===== src/rtl/bram_rd_arbiter_if.sv =====
// Read-port bundle between the loaders, the arbiter and BRAM port B.
// The slave modport is the arbiter's view. The master modport is the
// loader/BRAM side.
interface bram_rd_arbiter_if #(
  parameter int NUM_REQ = 2,
  parameter int ADDR_W  = 12,
  parameter int DATA_W  = 16
);
  logic [NUM_REQ-1:0]        req_i;
  logic [NUM_REQ*ADDR_W-1:0] addr_i;
  logic [NUM_REQ-1:0]        last_i;
  logic [NUM_REQ-1:0]        gnt_o;
  logic                      bram_enb_o;
  logic [ADDR_W-1:0]         bram_addrb_o;
  logic [DATA_W-1:0]         bram_dout_i;
  logic [DATA_W-1:0]         rdata_o;
  logic [NUM_REQ-1:0]        rvalid_o;
  logic                      busy_o;

  modport slave (
    input  req_i, addr_i, last_i, bram_dout_i,
    output gnt_o, bram_enb_o, bram_addrb_o, rdata_o, rvalid_o, busy_o
  );

  modport master (
    output req_i, addr_i, last_i, bram_dout_i,
    input  gnt_o, bram_enb_o, bram_addrb_o, rdata_o, rvalid_o, busy_o
  );
endinterface


===== src/rtl/bram_rd_arbiter.sv =====
// bram_rd_arbiter: shares BRAM read port B between NUM_REQ burst loaders.
// Round-robin between bursts. A granted burst keeps the port until its last beat.
// Read data is returned RD_LATENCY cycles after acceptance, tagged by a one-hot rvalid.
// Optional build macro BRAM_ARB_STATS_EN adds per-requester beat counters and
// longest-wait statistics.
//
//  state | meaning
//  ------+------------------------------------------------------------
//  IDLE  | no burst owns the port; round-robin grant from rr_ptr
//  LOCK  | owner_q is mid-burst; grant pinned to owner until last beat
module bram_rd_arbiter #(
  parameter int NUM_REQ    = 2,
  parameter int ADDR_W     = 12,
  parameter int DATA_W     = 16,
  parameter int RD_LATENCY = 2
) (
  input  logic                  clk,
  input  logic                  rst_n,
  bram_rd_arbiter_if.slave      bus
`ifdef BRAM_ARB_STATS_EN
  ,
  output logic [NUM_REQ*32-1:0] stat_beats_o,
  output logic [NUM_REQ*16-1:0] stat_wait_max_o
`endif
);
  localparam int PTR_W = (NUM_REQ > 1) ? $clog2(NUM_REQ) : 1;
  localparam logic [NUM_REQ-1:0] ONE_HOT0 = 1;

  typedef enum logic {IDLE, LOCK} state_t;

  state_t             state_q, state_d;
  logic [PTR_W-1:0]   rr_ptr_q, rr_ptr_d;
  logic [PTR_W-1:0]   owner_q, owner_d;
  logic [NUM_REQ-1:0] tag_q [RD_LATENCY];

  logic               gnt_found;
  logic [PTR_W-1:0]   gnt_idx;
  logic [PTR_W-1:0]   cand_idx;
  logic [PTR_W-1:0]   next_ptr;
  logic [NUM_REQ-1:0] gnt_vec;
  logic               accept;
  logic               accept_last;
  logic               tag_any;

  // Grant selection: pinned owner while locked, else first request from rr_ptr upward.
  always_comb begin
    gnt_found = 1'b0;
    gnt_idx   = rr_ptr_q;
    cand_idx  = '0;
    if (state_q == LOCK) begin
      gnt_found = 1'b1;
      gnt_idx   = owner_q;
    end else begin
      for (int i = 0; i < NUM_REQ; i++) begin
        cand_idx = PTR_W'((int'(rr_ptr_q) + i) % NUM_REQ);
        if (!gnt_found && bus.req_i[cand_idx]) begin
          gnt_found = 1'b1;
          gnt_idx   = cand_idx;
        end
      end
    end
  end

  assign gnt_vec     = gnt_found ? (ONE_HOT0 << gnt_idx) : '0;
  assign accept      = |(bus.req_i & gnt_vec);
  assign accept_last = accept & bus.last_i[gnt_idx];
  assign next_ptr    = (gnt_idx == PTR_W'(NUM_REQ - 1)) ? '0 : gnt_idx + PTR_W'(1);

  // Next-state logic: lock on a non-last beat, release and advance rr_ptr on the last beat.
  always_comb begin
    state_d  = state_q;
    owner_d  = owner_q;
    rr_ptr_d = rr_ptr_q;
    case (state_q)
      IDLE: begin
        if (accept) begin
          if (bus.last_i[gnt_idx]) begin
            rr_ptr_d = next_ptr;
          end else begin
            state_d = LOCK;
            owner_d = gnt_idx;
          end
        end
      end
      LOCK: begin
        if (accept_last) begin
          state_d  = IDLE;
          rr_ptr_d = next_ptr;
        end
      end
      default: state_d = IDLE;
    endcase
  end

  // State, round-robin pointer and burst owner registers.
  always_ff @(posedge clk or negedge rst_n) begin
    if (!rst_n) begin
      state_q  <= IDLE;
      rr_ptr_q <= '0;
      owner_q  <= '0;
    end else begin
      state_q  <= state_d;
      rr_ptr_q <= rr_ptr_d;
      owner_q  <= owner_d;
    end
  end

  // Owner-tag shift register that matches the fixed BRAM read latency.
  always_ff @(posedge clk or negedge rst_n) begin
    if (!rst_n) begin
      for (int i = 0; i < RD_LATENCY; i++) tag_q[i] <= '0;
    end else begin
      tag_q[0] <= accept ? gnt_vec : '0;
      for (int i = 1; i < RD_LATENCY; i++) tag_q[i] <= tag_q[i-1];
    end
  end

  // Any read still in flight keeps the arbiter busy.
  always_comb begin
    tag_any = 1'b0;
    for (int i = 0; i < RD_LATENCY; i++) tag_any = tag_any | (|tag_q[i]);
  end

  assign bus.gnt_o        = gnt_vec;
  assign bus.bram_enb_o   = accept;
  assign bus.bram_addrb_o = bus.addr_i[ADDR_W*int'(gnt_idx) +: ADDR_W];
  assign bus.rdata_o      = bus.bram_dout_i;
  assign bus.rvalid_o     = tag_q[RD_LATENCY-1];
  assign bus.busy_o       = (state_q == LOCK) | tag_any;

`ifdef BRAM_ARB_STATS_EN
  for (genvar k = 0; k < NUM_REQ; k++) begin : g_stats
    logic [31:0] beats_q;
    logic [15:0] run_q, run_d, max_q;

    // Length of the current stall run for requester k, saturating.
    always_comb begin
      run_d = 16'd0;
      if (bus.req_i[k] && !gnt_vec[k]) run_d = (run_q == 16'hFFFF) ? run_q : run_q + 16'd1;
    end

    // Saturating beat counter and running maximum of the stall run.
    always_ff @(posedge clk or negedge rst_n) begin
      if (!rst_n) begin
        beats_q <= '0;
        run_q   <= '0;
        max_q   <= '0;
      end else begin
        if (bus.req_i[k] && gnt_vec[k] && beats_q != 32'hFFFF_FFFF) beats_q <= beats_q + 32'd1;
        run_q <= run_d;
        if (run_d > max_q) max_q <= run_d;
      end
    end

    assign stat_beats_o[k*32 +: 32]    = beats_q;
    assign stat_wait_max_o[k*16 +: 16] = max_q;
  end
`endif
endmodule


===== src/flat_wrapper.sv =====
// flat-port wrapper written by rule: the top's interface ports become plain ports
module bram_rd_arbiter_flat 
#(
  parameter int NUM_REQ    = 2,
  parameter int ADDR_W     = 12,
  parameter int DATA_W     = 16,
  parameter int RD_LATENCY = 2
)
  (clk, rst_n, bus_req_i, bus_addr_i, bus_last_i, bus_bram_dout_i, bus_gnt_o, bus_bram_enb_o, bus_bram_addrb_o, bus_rdata_o, bus_rvalid_o, bus_busy_o);
  bram_rd_arbiter_if #(.NUM_REQ(NUM_REQ), .ADDR_W(ADDR_W), .DATA_W(DATA_W)) bus_i ();
  input  logic clk;
  input  logic rst_n;
  input wire logic [$bits(bus_i.req_i)-1:0] bus_req_i;
  input wire logic [$bits(bus_i.addr_i)-1:0] bus_addr_i;
  input wire logic [$bits(bus_i.last_i)-1:0] bus_last_i;
  input wire logic [$bits(bus_i.bram_dout_i)-1:0] bus_bram_dout_i;
  output wire logic [$bits(bus_i.gnt_o)-1:0] bus_gnt_o;
  output wire logic [$bits(bus_i.bram_enb_o)-1:0] bus_bram_enb_o;
  output wire logic [$bits(bus_i.bram_addrb_o)-1:0] bus_bram_addrb_o;
  output wire logic [$bits(bus_i.rdata_o)-1:0] bus_rdata_o;
  output wire logic [$bits(bus_i.rvalid_o)-1:0] bus_rvalid_o;
  output wire logic [$bits(bus_i.busy_o)-1:0] bus_busy_o;
  assign bus_i.req_i = bus_req_i;
  assign bus_i.addr_i = bus_addr_i;
  assign bus_i.last_i = bus_last_i;
  assign bus_i.bram_dout_i = bus_bram_dout_i;
  assign bus_gnt_o = bus_i.gnt_o;
  assign bus_bram_enb_o = bus_i.bram_enb_o;
  assign bus_bram_addrb_o = bus_i.bram_addrb_o;
  assign bus_rdata_o = bus_i.rdata_o;
  assign bus_rvalid_o = bus_i.rvalid_o;
  assign bus_busy_o = bus_i.busy_o;
  bram_rd_arbiter #(.NUM_REQ(NUM_REQ), .ADDR_W(ADDR_W), .DATA_W(DATA_W), .RD_LATENCY(RD_LATENCY)) u_core (.clk(clk), .rst_n(rst_n), .bus(bus_i));
endmodule

===== config.mk =====
export PLATFORM = sky130hd
export DESIGN_NAME = bram_rd_arbiter_flat
export DESIGN_NICKNAME = d
export VERILOG_FILES = /design/src/rtl/bram_rd_arbiter_if.sv /design/src/rtl/bram_rd_arbiter.sv /design/src/flat_wrapper.sv
export SDC_FILE = /design/constraint.sdc
export NUM_CORES = 1
export LEC_CHECK = 0
export CORE_MARGIN = 2
export CORE_UTILIZATION = 28
export DETAILED_ROUTE_END_ITERATION = 12
export PLACE_DENSITY = 0.88
export SLEW_MARGIN = 20
export SYNTH_ARGS = -nofsm -noshare
export SYNTH_HDL_FRONTEND = slang
export SYNTH_SLANG_ARGS = --single-unit

===== constraint.sdc =====
create_clock -name clk -period 3.6 [get_ports clk]
set_clock_uncertainty 0.1 [all_clocks]
set_input_delay 0.54 -clock clk [delete_from_list [all_inputs] [get_ports clk]]
set_output_delay 0.54 -clock clk [all_outputs]
set_load 0.05 [all_outputs]

**After elaboration in Yosys (flattened, before gate mapping)**

Cells that the tools add are included.

- Add/sub/neg operators: 2
- Multiply operators: 1
- $lt $le $gt $ge: 3
- Equality and inequality tests: 3
- Shift operators: 2
- Mux-type cells: 23
- Bitwise operators: 6
- Reductions and logical operators: 7

Operators with widths:

| kind | number |
|---|---|
| 24-bit by 32-bit indexed part select with 12-bit output | 1 |
| 1-bit 2-to-1 mux | 19 |
| 1-bit by 2-bit < comparator with 1-bit output (second input constant) | 3 |
| 3-bit AND reduction | 2 |
| 2-bit OR reduction | 3 |
| 2-bit 2-to-1 mux | 2 |
| 2-bit by 1-bit inequality test with 1-bit output (second input constant) | 2 |
| 1-bit case mux with 2 select lines | 2 |
| 2-bit by 1-bit multiplier with 3-bit output (first input constant) | 1 |
| 1-bit adder (second input constant) | 2 |
| 2-bit bitwise AND | 1 |
| 2-bit inequality test (second input constant) | 1 |
| 1-bit inverter | 2 |
| 1-bit OR | 2 |
| 1-bit by 1-bit left shift with 2-bit output (first input constant) | 1 |
| 1-bit bitwise AND | 1 |
| 1-bit logical AND | 1 |
| 1-bit logical NOT | 1 |

- Register bits: 7
- Bits of input ports: 46

**Logic depth before layout (Yosys ltp)**

- Depth after elaboration: 15
- Gate-level depth with buffers: 5
- Mapped depth without buffers: 4

**Least setup slack after synthesis**

OpenSTA, ideal clock, no wires.

- Path kind: input to output
- From: in bus_req_i[1]
- To: out bus_gnt_o[1]
- Arrival time: 1.881 ns
- Required time: 2.960 ns
- Setup slack: 1.079 ns
- Cell stages on the path: 5
- Path buffers: 2
- Cell sequence: buf_2 -> a21oi_1 -> o21ai_2 -> buf_6 -> a21boi_1

- Longest elaborated chain between the ends: 10
- Elaborated cells between the ends (all ways): 14

Ends and longest elaborated chain:

| item | RTL line | RTL |
|---|---|---|
| start: declaration | flat_wrapper.sv:13 | `input wire logic [$bits(bus_i.req_i)-1:0] bus_req_i;` |
| 1-bit 2-to-1 mux (not written as such) (2 in series) | bram_rd_arbiter.sv:56 | `if (!gnt_found && bus.req_i[cand_idx]) begin` |
| 1-bit 2-to-1 mux | bram_rd_arbiter.sv:56 |  |
| 1-bit 2-to-1 mux | bram_rd_arbiter.sv:50 | `if (state_q == LOCK) begin` |
| 1-bit logical NOT | bram_rd_arbiter.sv:56 |  |
| 1-bit logical AND | bram_rd_arbiter.sv:56 |  |
| 1-bit 2-to-1 mux | bram_rd_arbiter.sv:56 |  |
| 1-bit 2-to-1 mux | bram_rd_arbiter.sv:50 |  |
| 1-bit by 1-bit left shift with 2-bit output | bram_rd_arbiter.sv:64 | `assign gnt_vec = gnt_found ? (ONE_HOT0 << gnt_idx) : '0;` |
| 2-bit 2-to-1 mux (*) | bram_rd_arbiter.sv:64 |  |
| end: declaration | flat_wrapper.sv:17 | `output wire logic [$bits(bus_i.gnt_o)-1:0] bus_gnt_o;` |

Every way passes the cells marked *; elsewhere a longest branch is shown, timed or not. The select of a mux whose other input is x is not followed.

**Worst setup path in the final report**

- From: in bus_req_i[1]
- To: out bus_bram_addrb_o[2]

- Longest elaborated chain between the ends: 10
- Elaborated cells between the ends (all ways): 12

Ends and longest elaborated chain:

| item | RTL line | RTL |
|---|---|---|
| 1-bit 2-to-1 mux (not written as such) (2 in series) | bram_rd_arbiter.sv:56 |  |
| 1-bit 2-to-1 mux | bram_rd_arbiter.sv:56 |  |
| 1-bit 2-to-1 mux | bram_rd_arbiter.sv:50 |  |
| 1-bit logical NOT | bram_rd_arbiter.sv:56 |  |
| 1-bit logical AND (*) | bram_rd_arbiter.sv:56 |  |
| 1-bit 2-to-1 mux (*) | bram_rd_arbiter.sv:56 |  |
| 1-bit 2-to-1 mux (*) | bram_rd_arbiter.sv:50 |  |
| 2-bit by 1-bit multiplier with 3-bit output (*) | bram_rd_arbiter.sv:126 | `assign bus.bram_addrb_o = bus.addr_i[ADDR_W*int'(gnt_idx) +: ADDR_W];` |
| 24-bit by 32-bit indexed part select with 12-bit output (*) | bram_rd_arbiter.sv:126 |  |
| end: declaration | flat_wrapper.sv:19 | `output wire logic [$bits(bus_i.bram_addrb_o)-1:0] bus_bram_addrb_o;` |

Marked as above.

==> flow_summary.toml <==
[floorplanning]
die_x_microns = 53.1
floorplan.initialDensity = 0.299
rows = 17
io_pins = 80
die_y_microns = 53.1
dieArea_sq_mm = 0.00282
core_area_sq_mm = 0.00225

[critical_path]
cp.depth = 6
worstPathMaxFanout = 12
path_class = "in -> out"
worstPathCellList = "clkdlybuf4s50_1 > a21oi_1 > o21ai_2 > buf_12 > mux2_4 > buf_12"
worst_r2r_path_depth = 4
cp-startpoint = "bus_req_i[1]"
slowest_stage = "clkdlybuf4s50_1"
reg2reg_to = "u_core.rr_ptr_q"
worstSetupStartpointType = "input pin"
slowest_delay_ns = 0.64
critPathTopFamily = "buffers and inverters"
critPathRequiredTime_ns = 2.96
arrival_ns = 2.40
cp-end-kind = "output pin"
cp_common_cell = "buf_12"
reg2reg_slack_ns = 2.18
critPathBufInv = 3
crit_path_end = "bus_bram_addrb_o[2]"

[route]
drc = 0
drt-initial-drc-count = 22
first_pass_iters = 4
wl_mm = 1.79
vias_per_cell = 4.87
num_vias = 609
avgRoutedWirePerCell_microns = 14.3
final_antenna_net_count = 0

[power_and_ir_drop]
p_leak_nw = 0.543
p_per_area_mw_per_mm2 = 856
vdd.ir_drop.worst_mv = 0.492

[sta]
final.setup.worst_slack_ns = 0.564
hold_viol_final = 0
worst_pin_slew_ns = 0.495
rsz0062_at_grt = "false"
max_slew_margin = 0.669
setup_viol = 0
period_share = 0.843
fin_crit_ns = 3.04
fin_tns_setup_ns = 0
fmax_mhz = 329
slew_viol_final = 0

[clock_network]
clk_latency_ns = 0.25
cts_setup_buffers = 0
cts_hold_buffers = 0
cts-buffers-inserted = 3
clock_path_buffers = 2
cts_resized = 0
cts_root_buf = "clkbuf_4"
cts_htree_levels = 1
clock_sinks = 7
clkSlewWorstSetupHoldPaths_ns = 0.05
cts_tree = "done"

[synthesis]
ys_warn_count = 0
syn_avg_cell_area_sq_um = 10.2
synth_area_sq_um = 674
synthCells = 66
synth_cell_types = 20
synthesis.nets = 112
synth-seq-cells = 7
yosysSeqAreaShare = 0.260

[placement]
place_hpwl_mm = 1.53
placed_cell_area_sq_mm = 0.00117
io_buffers = 47
gp_congestion = 0.947
place_ws_ns = 0.592

[global_routing]
antenna_found_initial = 0
gr-usage-all-layers = 0.130
grt_max_degree = 13
use_met1 = 0.132
busiest_layer = "met2"
grt_use_met2 = 0.235
use_met3 = 0.0367
grt_pass1_vias = 581
grt_pass1_wl_mm = 2.61
gr-total-overflow = 0

[final_layout]
area_delta_synth_final_pct = 78.1
finalNetCount = 144
fin_area_sq_mm = 0.00120
final_common_cell = "clkdlybuf4s50_1"
layout_common_cells = "clkdlybuf4s50_1 (32), buf_12 (15), mux2_4 (13), dfrtp_1 (7)"
drive_gt1_frac = 0.371
antenna_cells = 0

[status]
status = "finished, final reports clean"

[worst_hold_path]
min_path_type = "reg -> reg"

[flow_run]
maxCapViolCount = 0
report_power, final:
part | internal (mW) | leakage [nW] | switching, mW
clock | 0.0424 | 0.0150 | 0.0303
sequential | 0.105 | 0.0840 | 0.0221
combinational | 0.402 | 0.444 | 0.426
routing by layer:
layer | vias to the layer above | part of all wire
met5 | - | 0
met2 | 49 | 0.56
li1 | 278 | -
met3 | 8 | 0.10
met4 | 0 | 0.025
met1 | 274 | 0.31
through the flow:
| step | instances | total power, mW | utilization | hold slack [ns] |
|---|---|---|---|---|
| after floorplan | 66 | 0.673 | - | 0.144 |
| after global placement | 121 | 0.950 | 0.521 | 0.262 |
| after detailed placement | 121 | 0.963 | 0.521 | 0.281 |
| after CTS | 125 | 1.04 | 0.533 | 0.293 |
| after global routing | 125 | 1.07 | 0.533 | 0.308 |
| final | 125 | 1.03 | 0.533 | 0.288 |
worst min path at each step:
stage | cells past startpoint | startpoint | end
2_1_floorplan | 0 | rst_n | asynchronous set/reset pin
3_3_place_gp | 0 | u_core.tag_q[2] | u_core.bus.rvalid_o[0]
3_5_place_dp | 0 | u_core.tag_q[3] | u_core.bus.rvalid_o[1]
4_1_cts | 0 | u_core.tag_q[3] | u_core.bus.rvalid_o[1]
5_1_grt | 0 | u_core.tag_q[3] | u_core.bus.rvalid_o[1]
6_report | 0 | u_core.tag_q[3] | u_core.bus.rvalid_o[1]
synthesized netlist by cell type, drive strengths merged:
master,n,share of area
nor4,1,0.0093
mux2,13,0.29
nand2,3,0.017
a21oi,1,0.0074
buf,21,0.24
a21boi,1,0.011
inv,3,0.017
nor3,3,0.022
and2,1,0.0093
a311o,1,0.015
o21ai,3,0.033
o2bb2ai,1,0.013
o31ai,1,0.011
dfrtp,7,0.26
a31oi,3,0.028
nor2,3,0.017
layout make-up:
| cell class | instances | area [sq um] |
|---|---|---|
| clock buffer | 4 | 26.3 |
| fill | 216 | 1050 |
| inverter | 3 | 11.3 |
| multi-input combinational | 35 | 325 |
| sequential | 7 | 175 |
| tap | 28 | 35.0 |
| timing repair buffer | 48 | 628 |
cell families after synthesis:
family                 synth area share
and+or+nand+nor                  0.0742
muxes                             0.289
buffers and inverters             0.258
DFF                               0.260
AOI/OAI and AO/OA                 0.119
Note: power is estimated with default switching activity, not from simulation.
